$ cat src/rtl/rv_operand_stage.sv
// rv_operand_stage: decode + register read ahead of the ALU.
// Ports: clk, rst (async, active-high); ins/ins_valid/ins_ready (instruction
// handshake); wb_en/wb_rd/wb_data (register-file write port);
// a/b/op/rd/illegal/out_valid/ex_ready (registered issue handshake).
// Define OPSTAGE_BYPASS_EN to forward same-edge write data to the operands.
module rv_operand_stage #(
  parameter int XLEN = 32
) (
  input  logic            clk,
  input  logic            rst,
  input  logic [31:0]     ins,
  input  logic            ins_valid,
  output logic            ins_ready,
  input  logic            wb_en,
  input  logic [4:0]      wb_rd,
  input  logic [XLEN-1:0] wb_data,
  output logic [XLEN-1:0] a,
  output logic [XLEN-1:0] b,
  output logic [2:0]      op,
  output logic [4:0]      rd,
  output logic            illegal,
  output logic            out_valid,
  input  logic            ex_ready
);

  localparam logic [2:0] OP_AND = 3'b000;
  localparam logic [2:0] OP_OR  = 3'b001;
  localparam logic [2:0] OP_ADD = 3'b010;
  localparam logic [2:0] OP_SUB = 3'b110;
  localparam logic [2:0] OP_SLT = 3'b111;

  logic [XLEN-1:0] rf_q [32];

  logic [XLEN-1:0] a_q, a_d;
  logic [XLEN-1:0] b_q, b_d;
  logic [2:0]      op_q, op_d;
  logic [4:0]      rd_q, rd_d;
  logic            ill_q, ill_d;
  logic            vld_q, vld_d;

  logic            accept;
  logic [6:0]      opc;
  logic [2:0]      f3;
  logic [4:0]      rs1, rs2;
  logic [XLEN-1:0] rs1_val, rs2_val;
  logic [XLEN-1:0] imm_i, imm_s;
  logic [2:0]      alu_op;
  logic            f3_ok;
  logic            is_r, is_i, is_ld, is_st, is_br;

  assign ins_ready = !vld_q || ex_ready;
  assign accept    = ins_valid && ins_ready;

  assign opc = ins[6:0];
  assign f3  = ins[14:12];
  assign rs1 = ins[19:15];
  assign rs2 = ins[24:20];

  assign imm_i = {{(XLEN-12){ins[31]}}, ins[31:20]};
  assign imm_s = {{(XLEN-12){ins[31]}}, ins[31:25], ins[11:7]};

  assign is_r  = (opc == 7'b0110011);
  assign is_i  = (opc == 7'b0010011);
  assign is_ld = (opc == 7'b0000011);
  assign is_st = (opc == 7'b0100011);
  assign is_br = (opc == 7'b1100011);

  // x0 reads zero regardless of array contents.
  always_comb begin
    rs1_val = (rs1 == 5'd0) ? '0 : rf_q[rs1];
    rs2_val = (rs2 == 5'd0) ? '0 : rf_q[rs2];
`ifdef OPSTAGE_BYPASS_EN
    if (wb_en && wb_rd != 5'd0 && wb_rd == rs1)
      rs1_val = wb_data;
    if (wb_en && wb_rd != 5'd0 && wb_rd == rs2)
      rs2_val = wb_data;
`endif
  end

  always_comb begin
    alu_op = OP_AND;
    f3_ok  = 1'b1;
    unique case (f3)
      3'b000:  alu_op = OP_ADD;
      3'b111:  alu_op = OP_AND;
      3'b110:  alu_op = OP_OR;
      3'b010:  alu_op = OP_SLT;
      default: f3_ok  = 1'b0;
    endcase
  end

  always_comb begin
    a_d   = '0;
    b_d   = '0;
    op_d  = OP_AND;
    rd_d  = 5'd0;
    ill_d = 1'b0;
    unique case (1'b1)
      is_r && f3_ok: begin
        a_d  = rs1_val;
        b_d  = rs2_val;
        op_d = (f3 == 3'b000 && ins[30]) ? OP_SUB : alu_op;
        rd_d = ins[11:7];
      end
      is_i && f3_ok: begin
        a_d  = rs1_val;
        b_d  = imm_i;
        op_d = alu_op;
        rd_d = ins[11:7];
      end
      is_ld: begin
        a_d  = rs1_val;
        b_d  = imm_i;
        op_d = OP_ADD;
        rd_d = ins[11:7];
      end
      is_st: begin
        a_d  = rs1_val;
        b_d  = imm_s;
        op_d = OP_ADD;
      end
      is_br: begin
        a_d  = rs1_val;
        b_d  = rs2_val;
        op_d = OP_SUB;
      end
      default: ill_d = 1'b1;
    endcase
  end

  always_comb begin
    vld_d = vld_q;
    if (accept)
      vld_d = 1'b1;
    else if (ex_ready)
      vld_d = 1'b0;
  end

  always_ff @(posedge clk or posedge rst) begin
    if (rst) begin
      for (int k = 0; k < 32; k++)
        rf_q[k] <= '0;
    end else if (wb_en && wb_rd != 5'd0) begin
      rf_q[wb_rd] <= wb_data;
    end
  end

  always_ff @(posedge clk or posedge rst) begin
    if (rst) begin
      vld_q <= 1'b0;
      a_q   <= '0;
      b_q   <= '0;
      op_q  <= OP_AND;
      rd_q  <= 5'd0;
      ill_q <= 1'b0;
    end else begin
      vld_q <= vld_d;
      if (accept) begin
        a_q   <= a_d;
        b_q   <= b_d;
        op_q  <= op_d;
        rd_q  <= rd_d;
        ill_q <= ill_d;
      end
    end
  end

  assign a         = a_q;
  assign b         = b_q;
  assign op        = op_q;
  assign rd        = rd_q;
  assign illegal   = ill_q;
  assign out_valid = vld_q;

endmodule

$ cat config.mk
export PLATFORM = sky130hd
export DESIGN_NAME = rv_operand_stage
export DESIGN_NICKNAME = d
export VERILOG_FILES = /design/src/rtl/rv_operand_stage.sv
export SDC_FILE = /design/constraint.sdc
export NUM_CORES = 2
export LEC_CHECK = 0
export ABC_AREA = 1
export BUFFER_PORTS_ARGS = -buffer_cell sky130_fd_sc_hd__buf_2
export CELL_PAD_IN_SITES_DETAIL_PLACEMENT = 1
export CELL_PAD_IN_SITES_GLOBAL_PLACEMENT = 2
export CORE_AREA = 2 2 537 325
export CTS_CLUSTER_DIAMETER = 40
export DETAILED_ROUTE_END_ITERATION = 10
export DIE_AREA = 0 0 539 327
export HOLD_SLACK_MARGIN = 0.15
export PLACE_DENSITY_LB_ADDON = 0.1
export SLEW_MARGIN = 40
export SYNTH_ARGS = -nofsm -noshare
export SYNTH_HDL_FRONTEND = slang
export SYNTH_SLANG_ARGS = --single-unit
$ cat constraint.sdc
create_clock -name clk -period 45.6 [get_ports clk]
set_clock_uncertainty 0.1 [all_clocks]
set_input_delay 2.28 -clock clk [delete_from_list [all_inputs] [get_ports clk]]
set_output_delay 2.28 -clock clk [all_outputs]
set_load 0.005 [all_outputs]
After elaboration in Yosys (flattened, before gate mapping)

Cells that the tools add are included.

Input port bits: 74
Register bits after elaboration: 1098
Logic and storage cells: 93
Output and inout port bits: 75

Bitwise operators: 3
Muxes and demuxes: 21
Reductions and logical operators: 19
Order comparisons: 4
Equality and inequality tests: 8

Operators with widths:

| operator           | number |
|---|---|
| $bwmux 1024        | 1 |
| $bmux 32 s5        | 2 |
| $mux 32            | 8 |
| $demux 32 s5       | 1 |
| $pmux 32 s3        | 1 |
| $ge 6x6->1 const B | 3 |
| $not 5->6          | 3 |
| $eq 7x6->1 const B | 2 |
| $pmux 3 s4         | 1 |
| $logic_not 5->1    | 2 |
| $pmux 3 s3         | 1 |
| $eq 7x2->1 const B | 1 |
| $eq 7x5->1 const B | 1 |
| $eq 7x7->1 const B | 1 |
| $eq 3x3->1 const B | 2 |
| $logic_and 1x1->1  | 6 |
| $lt 6x1->1 const B | 1 |
| $reduce_or 2->1    | 3 |
| $mux 5             | 1 |
| $reduce_bool 5->1  | 1 |
| $reduce_or 5->1    | 1 |
| $mux 1             | 4 |
| $reduce_or 4->1    | 1 |
| $eq 3x2->1 const B | 1 |
| other kinds (6)    | 6 |

Logic depth before layout (Yosys ltp)

Word-level depth: 6
Gate-level depth with buffers: 14
Gate-level depth less buffers: 12

Worst setup path before layout

Ideal clock, no wire load.

Path kind: in2out
From: input port ex_ready
To: output port ins_ready
Data arrival time: 2383 ps
Cell stages on the path: 2
Buffers on the path: 0
Data required time: 43220 ps
Slack: 40837 ps
Cell sequence: inv_1 nand2_1

Word-level cells in the longest chain between the ends: 1

RTL lines:

| item               | line | RTL |
|---|---|---|
| start: declaration | 23   | `input logic ex_ready` |
| $logic_or 1x1->1   | 51   | `assign ins_ready = !vld_q \|\| ex_ready;` |
| end: declaration   | 13   | `output logic ins_ready,` |

No other way between the ends.

Worst setup path in the final report

From: input port ins[22]
To: register b_q[19] (netlist: b[19])

Word-level cells in the longest chain between the ends: 6
Elaborated cells between the ends (all ways): 7
Classes of those cells: mux (5); bitwise (1); reduce/logical (1)

RTL lines:

| item                                       | line | RTL |
|---|---|---|
| start: declaration                         | 11   | `input logic [31:0] ins,` |
| $not 5->6 (implied by the code)            | 71   | `rs2_val = (rs2 == 5'd0) ? '0 : rf_q[rs2];` |
| $bmux 32 s5                                | 71   |  |
| $mux 32 (implied by the code) (2 in a row) | 71   |  |
| $mux 32 (*)                                | 71   |  |
| $pmux 32 s3 (*)                            | 98   | `unique case (1'b1)` |
| end signal: assignment                     | 152  | `b_q <= '0;` |
| end signal: assignment                     | 160  | `b_q <= b_d;` |
| end: declaration                           | 35   | `logic [XLEN-1:0] b_q, b_d;` |

Every way passes the cells marked *; elsewhere a longest branch is shown, timed or not. The select of a mux whose other input is x is not followed.
A chain may end at the register's enable or synchronous reset.

==> results.md <==
* Outcome: completed
* Area Growth Syn to Fin at 13.5%
* Worst slew margin at a little under two fifths
* Commonest non-fill, non-tap cell in the layout: nand2_1
* CORE AREA at around 170000 µm²
* Die width at roughly 540 µm
* Layout net count at ~8800
* Sequential share of the synthesized area at about 45%
* Final Cell Area at between 60000 and 70000 µm²
* Clock period minus worst slack at around 5500 ps
* Worst Tran Pin Value at 937 ps
* CTS Sinks at ~1100
* CTS tree: yes
* RSZ-0062 raised after global routing: false
* Syn_area_per_cell at slightly below 7 µm²
* Yosys warns at 0
* Via Count at between 60000 and 70000
* Initial core utilization at a little over a third
* 1st-pass router iterations at 6
* Share of cells above drive strength 1 at between 7 and 8%
* Final hold vios at 0
* Hold Worst Slack at approximately 300 ps
* Largest family of logic cells by synthesized area: simple AND/OR/NAND/NOR gates
* Fin crit share at between 10% and 20%
* Synth Area in Adders at 0%
* Area of the mapped netlist at roughly 61000 µm²
* Total power at between 3 and 4 mW
* Critical Path Slowest Stage Cell: buf_4
* CTS hold repair buffers at 0
* Dpl hpwl at about 170000 µm
* PortBufs at ~150
* Crit path DAT at ~6100 ps
* Setup bufs post-CTS at 0
* Final TNS setup at 0 ps
* Slowest stage delay, CP at ~800 ps
* Power Density at ~47 nW/µm²
* Post-layout util at between 40% and 50%
* Yosys cell types at 28
* Critical-path cell list: buf_4, buf_4, nor2_4, buf_4, a31oi_4, buf_4, nand2_1, nand2_1, nand2_1, a21oi_1
* Vert. Die Dim at ~330 µm
* Hold Path Class: register to register
* Total CTS buffers at between 150 and 200
* Final GP Congestion at about 0.83
* Syn Nets at approximately 9100
* XOR/XNOR Fraction of Synth Area at 0%
* Number of flops mapped to enable cells by yosys at 0
* Remaining antenna violation count at 0
* Worst-path maximum fanout at 32
* Cts repair resizes at 0
* Critical path required time at 46230 ps
* Count of final max-slew check failures at 0
* Clk slew on worst S/H paths at 60 ps
* CP endpoint kind: register
* Vias/cell at 5.56
* Asr flop ratio synth at between 90% and 100%
* FP Rows at between 100 and 150
* Initial drt markers at ~6300
* Total congestion overflow at 0
* Final number of setup-violating endpoints at 0
* CTS H-tree lvls at 4
* Synth Flop Type: dfrtp_1
* R2R setup slack at approximately 42000 ps
* Mux contribution to synthesized area at 0%
* Worst IR Drop VDD at ~0.033 mV
* Largest net degree at the start of global routing at 131
* Post-DP Area at about 64000 µm²
* Peak Freq at about 180 MHz
* DRC at 0
* #FFs+latches synth at between 1000 and 1500
* Initial antenna violation count at 23
* Clock buffer depth at 4
* Layout Cells excl Fill at 11100
* WL/cell at roughly 27 µm
* Vias in the first global route at between 60000 and 70000
* First-pass GRT wire length at 440000 µm
* Leak pwr at 33.6 nW
* Post-synthesis compound-gate area fraction at around 17%
* Clock insertion delay at the later pin of the skew report at about 830 ps
* Critical path class: input pin to register
* Die area at ~180000 µm²
* Placed cells at between 10000 and 15000
* Total GRT Usage at roughly 34%
* Root Buffer: clkbuf_16
* Simple-gate share of the synthesized area at a little over a quarter
* Post-Syn Instances at 8992
* Post-place setup slack at between 30000 and 40000 ps
* Final worst slack at 40130 ps
* Startpoint types: input pin
* Final WL at approximately 300000 µm
* Io pins at ~150
* Commonest cells after routing, fill and taps aside: nand2_1 (2886), o21ai_0 (1393), dfrtp_1 (1098)
* Maxcap violations at 0
* Most used cell, CP: buf_4
==> per-layer routing <==
layer	GRT usage [%]	part of all wire [%]	up-vias
met2	51.8	43	2210
met1	49.6	48	31200
li1	-	-	28000
met4	8.41	2.4	2
met5	0	0.0033	-
met3	4.73	6.6	417
==> worst paths after layout <==
check / from / cells past startpoint / end
min reg2reg: rf_q[1013]$_DFFE_PP0P_ / 0 / rf_q[1013]$_DFFE_PP0P_
min: rf_q[1013]$_DFFE_PP0P_ / 0 / rf_q[1013]$_DFFE_PP0P_
max reg2reg: out_valid$_DFFE_PP0P_ / 9 / a[0]$_DFFE_PP0P_
max in group asynchronous: rst / 6 / rf_q[680]$_DFFE_PP0P_
min in group asynchronous: rst / 2 / rf_q[572]$_DFFE_PP0P_
max: ins[22] / 10 / b[19]$_DFFE_PP0P_
==> cell families after synthesis <==
logic type | Yosys count
buffers and inverters | 1786
AO/OA/AOI/OAI | 2021
flip-flops | 1098
AND/OR/NAND/NOR | 4087
==> Yosys cell counts, types with 44 or more instances <==
master,instances,area (µm²)
a21oi_1,417,2090
o221ai_1,44,385
buf_1,48,180
inv_1,1026,3850
nand3_1,831,4160
o21ai_0,1393,6970
nand2_1,2897,10900
clkbuf_1,501,1880
dfrtp_1,1098,27500
buf_2,179,896
nor2_1,306,1150
o21ai_1,106,531
==> power by group <==
part	total [mW]	switching [mW]	internal, mW
combinational	0.630	0.437	0.193
sequential	1.27	0.103	1.17
clock	1.40	0.525	0.878
total	3.30	1.07	2.24
==> flip-flops by register name, summed over array words and instances, names as in the netlist <==
signal,flops
op,3
rf_q,1024
rd,5
out_valid,1
b,32
a,32
illegal,1
==> area by class of cell <==
type / instances / area [µm²]
Timing Repair Buffer: 282 / 2190
Clock buffer: 219 / 4790
Fill cell: 21600 / 102000
Sequential cell: 1098 / 27500
Tap cell: 2280 / 2850
Inverter: 1042 / 3960
Clock inverter: 81 / 1110
Multi-Input combinational cell: 6108 / 27300
Antenna cell: 13 / 32.5
==> worst max-delay path, delay by kind of cell <==
kind	cells	cell delay (ps)
AND/OR/NAND/NOR	4	730
AO/OA/AOI/OAI	2	760
buffers and inverters	4	2180
Power figures use the tool's default switching activity.
